<file path="src/rtl/instruction_memory_pipelined.sv">
// Word-addressed instruction store: valid/ready fetch port, registered read, load port.
// Optional IMEM_FETCH_COUNT_EN adds a saturating fetch_count output.
module instruction_memory_pipelined #(
  parameter int ADDR_WIDTH = 64,
  parameter int DATA_WIDTH = 32,
  parameter int DEPTH      = 64,
  parameter int BYTE_OFF   = $clog2(DATA_WIDTH / 8)
) (
  input  logic                  CLK,
  input  logic                  Reset,
  input  logic                  req_valid,
  output logic                  req_ready,
  input  logic [ADDR_WIDTH-1:0] req_addr,
  output logic                  resp_valid,
  input  logic                  resp_ready,
  output logic [DATA_WIDTH-1:0] resp_data,
  output logic                  resp_fault,
  input  logic                  ld_en,
  input  logic [ADDR_WIDTH-1:0] ld_addr,
  input  logic [DATA_WIDTH-1:0] ld_data,
`ifdef IMEM_FETCH_COUNT_EN
  output logic [31:0]           fetch_count,
`endif
  output logic                  ld_err
);

  localparam int IDX_W = (DEPTH > 1) ? $clog2(DEPTH) : 1;
  localparam logic [ADDR_WIDTH-1:0] OFF_MASK =
    ADDR_WIDTH'((64'd1 << BYTE_OFF) - 64'd1);
  localparam logic [ADDR_WIDTH-1:0] DEPTH_W = ADDR_WIDTH'(DEPTH);

  typedef enum logic {
    EMPTY = 1'b0,
    FULL  = 1'b1
  } state_e;

  state_e                state_q, state_d;
  logic [DATA_WIDTH-1:0] resp_data_q, resp_data_d;
  logic                  resp_fault_q, resp_fault_d;
  logic                  ld_err_q, ld_err_d;
  logic [DATA_WIDTH-1:0] mem_q [DEPTH];

  logic [ADDR_WIDTH-1:0] req_word, ld_word;
  logic [IDX_W-1:0]      req_idx, ld_idx;
  logic                  req_ok, ld_ok;
  logic                  accept;

  // Full-width range compare so high address bits never alias into the array.
  assign req_word = req_addr >> BYTE_OFF;
  assign ld_word  = ld_addr >> BYTE_OFF;
  assign req_idx  = req_word[IDX_W-1:0];
  assign ld_idx   = ld_word[IDX_W-1:0];
  assign req_ok   = ((req_addr & OFF_MASK) == '0) && (req_word < DEPTH_W);
  assign ld_ok    = ((ld_addr & OFF_MASK) == '0) && (ld_word < DEPTH_W);

  assign req_ready = !ld_en && ((state_q == EMPTY) || resp_ready);
  assign accept    = req_valid && req_ready;

  always_comb begin
    state_d      = state_q;
    resp_data_d  = resp_data_q;
    resp_fault_d = resp_fault_q;
    ld_err_d     = ld_en && !ld_ok;
    if (accept) begin
      state_d      = FULL;
      resp_data_d  = req_ok ? mem_q[req_idx] : '0;
      resp_fault_d = !req_ok;
    end else if ((state_q == FULL) && resp_ready) begin
      state_d = EMPTY;
    end
  end

  always_ff @(posedge CLK or posedge Reset) begin
    if (Reset) begin
      state_q      <= EMPTY;
      resp_data_q  <= '0;
      resp_fault_q <= 1'b0;
      ld_err_q     <= 1'b0;
    end else begin
      state_q      <= state_d;
      resp_data_q  <= resp_data_d;
      resp_fault_q <= resp_fault_d;
      ld_err_q     <= ld_err_d;
    end
  end

  // Program image is kept across reset.
  always_ff @(posedge CLK) begin
    if (ld_en && ld_ok) begin
      mem_q[ld_idx] <= ld_data;
    end
  end

  assign resp_valid = (state_q == FULL);
  assign resp_data  = resp_data_q;
  assign resp_fault = resp_fault_q;
  assign ld_err     = ld_err_q;

`ifdef IMEM_FETCH_COUNT_EN
  logic [31:0] cnt_q, cnt_d;

  always_comb begin
    cnt_d = cnt_q;
    if (accept && (cnt_q != 32'hFFFF_FFFF)) begin
      cnt_d = cnt_q + 32'd1;
    end
  end

  always_ff @(posedge CLK or posedge Reset) begin
    if (Reset) begin
      cnt_q <= '0;
    end else begin
      cnt_q <= cnt_d;
    end
  end

  assign fetch_count = cnt_q;
`endif

endmodule

</file>
<file path="config.mk">
export PLATFORM = sky130hd
export DESIGN_NAME = instruction_memory_pipelined
export DESIGN_NICKNAME = d
export VERILOG_FILES = /design/src/rtl/instruction_memory_pipelined.sv
export SDC_FILE = /design/constraint.sdc
export NUM_CORES = 2
export LEC_CHECK = 0
export BUFFER_PORTS_ARGS = -buffer_cell sky130_fd_sc_hd__buf_2
export CORE_AREA = 2 2 484 486
export DETAILED_ROUTE_END_ITERATION = 8
export DIE_AREA = 0 0 486 488
export SETUP_SLACK_MARGIN = 0.5
export SYNTH_ARGS = -nofsm -noshare
export SYNTH_HDL_FRONTEND = slang
export SYNTH_SLANG_ARGS = --single-unit
</file>
<file path="constraint.sdc">
create_clock -name CLK -period 2.6 [get_ports CLK]
set_input_delay 0.13 -clock CLK [delete_from_list [all_inputs] [get_ports CLK]]
set_output_delay 0.13 -clock CLK [all_outputs]
set_load 0.05 [all_outputs]
</file>
==> metrics.txt <==
status=finished clean; Max-slew headroom=31.4%; vias in the first global route=42800; Synth Flop Type=edfxtp_1; Clock Sinks=2083; syn_nets=3876; I/O pin cnt=201; TritonCTS buffer count=205; Yosys cell types=60; Post-DP HPWL=166000 um; area leader, netlist=edfxtp_1; routed len/inst=32.0 um; synthesized area=80700 um2; die width=486 um; Non-Filler Instances=7698; GRT overflow=0; largest net degree at the start of global routing=65; CTS Buffer Depth=3; syn avg cell area=21.7 um2; Syn Inst Count=3711; core area=232000 um2; Finish-stage setup viols=0; YS warnings=0; Hold Crit Class=input pin to flip-flop; Peak supply drop=0.000687 V; Seq/Total Area, Yosys=77.3%; Power, Total=0.0701 W; pre-CTS setup slack=-0.569 ns; Die Y-Extent=488 um; Tcrit/Tclk final=83.0%; share of the synthesized area in the top cell type=76.2%; Worst Setup Start Kind=flip-flop; Req. time, crit path=3.30 ns; synth top area cells=edfxtp_1, mux4_2, mux2i_1; final core occ=42.3%; Tot GR Track Use=20.6%; number of flops mapped to enable cells by yosys=2048; Max Cap Viol=0; later-pin clock latency in the skew report=0.83 ns; initial core utilization=34.8%; RePlAce Congestion=0.916; synthesis-to-layout area growth=21.7%; Worst-path clk slew=0.06 ns; final net count=4650; CP endpoint kind=flip-flop; TritonRoute pass-1 iters=5; arrival time at the worst endpoint=2.85 ns; fin worst setup slack=0.442 ns; TritonCTS clock tree=done; Vias/cell=5.60; fraction of layout cells with a size suffix above 1=34.2%; antenna violations before repair=14; CTS root buf=clkbuf_16; setup TNS=0 ns; Worst Clk Skew=0.0246 ns; Fmax=463 MHz; placed cell count=7277; Max Transition Viols Final=0; P per Cell Area=714 nW/um2; initial DRC count=5595; Synth Register Bits=2083; critical path class=flip-flop to flip-flop; Tmin final=2.16 ns; Lkg Pwr=32.0 nW; DIE AREA=237000 um2; PortBufs=200; Hold Fails Final Rpt=0; filler instances=19800; H-tree level count=4; wirelength, routed=246000 um; post-synthesis async set-or-reset flop share=1.68%; global-route wire length before repair=342000 um; DRC viols=0; Vias=43100; Rows=177; post-route ant nets=0; RSZ-0062 raised after global routing=yes; critical-path maximum fanout=1; Tightest Pin Transition=1.03 ns
==> stage by stage <==
| step | instance area [um2] | hold WS (ns) |
|---|---|---|
| after floorplan | 81300 | 0.229 |
| after global placement | 91000 | 0.154 |
| after detailed placement | 91000 | 0.158 |
| after CTS | 98000 | 0.00158 |
| after global routing | 98200 | 0.0384 |
| final | 98200 | 0.0237 |
==> kinds of logic (layout without fill, tap and decap cells) <==
group           count (synthesis)  in the layout  synth area share [%]
mux                           720            720                  15.7
compound gates                362            362                  3.23
flops                        2083           2083                  77.3
other cells                     0              3                     0
simple gates                  322            322                  1.96
buf+inv                       224           1165                  1.82
==> layout make-up <==
cell class	count	area [um2]	area share, %
antenna	3	7.51	0.00765
inverter	5	26.3	0.0268
timing repair buffer	786	7850	8.00
tap	3043	3810	3.88
multi-input combinational	1404	17700	18.0
clock buffer	257	5440	5.54
clock inverter	117	1010	1.03
sequential	2083	62400	63.5
==> routing by layer <==
metal / up-vias / GRT usage, % / routed length [um]
met5: - / 0 / 43
met1: 23100 / 27.9 / 98300
li1: 17400 / - / -
met4: 6 / 7.10 / 8710
met3: 412 / 3.66 / 20500
met2: 2230 / 33.5 / 119000
==> worst max-delay path, stage by stage, from the launching register on <==
cell and delay [ns]:
edfxtp_1 0.37, mux4_2 0.54, mux4_2 0.55, or3_1 0.34, nand4_1 0.13, o21ai_1 0.08
==> worst paths after layout <==
path / from / to / slack [ns] / cells past startpoint
worst max-delay path: mem_q[22][25] / resp_data[25] / 0.44 / 5
worst min-delay path: req_valid / resp_fault / 0.02 / 6
worst max register to register: mem_q[22][25] / resp_data[25] / 0.44 / 5
worst min register to register: resp_fault / resp_fault / 0.51 / 2
max in group asynchronous: Reset / resp_data[31] / 1.35 / 5
min in group asynchronous: Reset / resp_data[20] / 0.42 / 4
==> cells in the mapped netlist, types with 5 or more instances <==
cell and n:
edfxtp_1 2048, mux4_2 422, mux2i_1 280, nor2_1 99, a221oi_1 97, clkbuf_1 74, buf_2 66, nand2_1 61
a22oi_1 57, o21ai_0 54, a21oi_1 51, nor4_1 45, buf_6 40, dfrtp_1 35, nand3_1 25, nor3_1 20
o211ai_1 16, buf_4 14, a211oi_1 13, nand2b_1 13, nand4_1 12, buf_8 11, o22ai_1 11, a221o_1 9
buf_1 9, mux2_2 9, mux4_1 9, nor2b_1 9, o21ai_1 9, o31ai_1 9, and2_1 6, or2_2 6
or3_1 6, and3_1 5, o31a_1 5, or3b_2 5
==> what timing repair did <==
action | 4_1_cts | 5_1_grt
pin swaps | 10 | 11
setup endpoints to repair | 19 | 31
hold buffers | 44 | 0
gates resized for setup | 35 | 31
cloned | 0 | 0
endpoints found under the hold margin | 1558 | 0
buffers inserted | 0 | 0
==> power breakdown <==
| group | internal, W | switching [W] | total (W) |
|---|---|---|---|
| sequential | 0.0369 | 0.00000189 | 0.0369 |
| combinational | 0.00166 | 0.00276 | 0.00442 |
| clock | 0.0161 | 0.0127 | 0.0288 |
==> layout by cell type, fill, tap and decap left out, types with 10 or more instances in the layout <==
| master | instances |
|---|---|
| o21ai_1 | 18 |
| dfrtp_1 | 35 |
| nand4_1 | 12 |
| buf_12 | 179 |
| nand3_1 | 21 |
| nand2b_1 | 13 |
| a21oi_1 | 45 |
| nor2_1 | 32 |
| nor4_1 | 38 |
| edfxtp_1 | 2048 |
| nand2_1 | 59 |
| bufinv_16 | 13 |
| o211ai_1 | 16 |
| buf_4 | 383 |
| mux2i_1 | 279 |
| clkinv_2 | 35 |
| dlygate4sd3_1 | 44 |
| a221oi_1 | 92 |
| clkinv_1 | 49 |
| clkbuf_1 | 45 |
| a22oi_1 | 47 |
| o21ai_0 | 44 |
| buf_2 | 173 |
| nor3_1 | 20 |
| a22oi_2 | 10 |
| mux4_2 | 424 |
| clkbuf_16 | 209 |
| nor2_4 | 66 |
==> state kept, by name, indices dropped and copies added, names as in the netlist <==
register,flops
mem_q,2048
resp_fault,1
resp_data,32
resp_valid,1
ld_err,1
(Power assumes the default switching activity.)
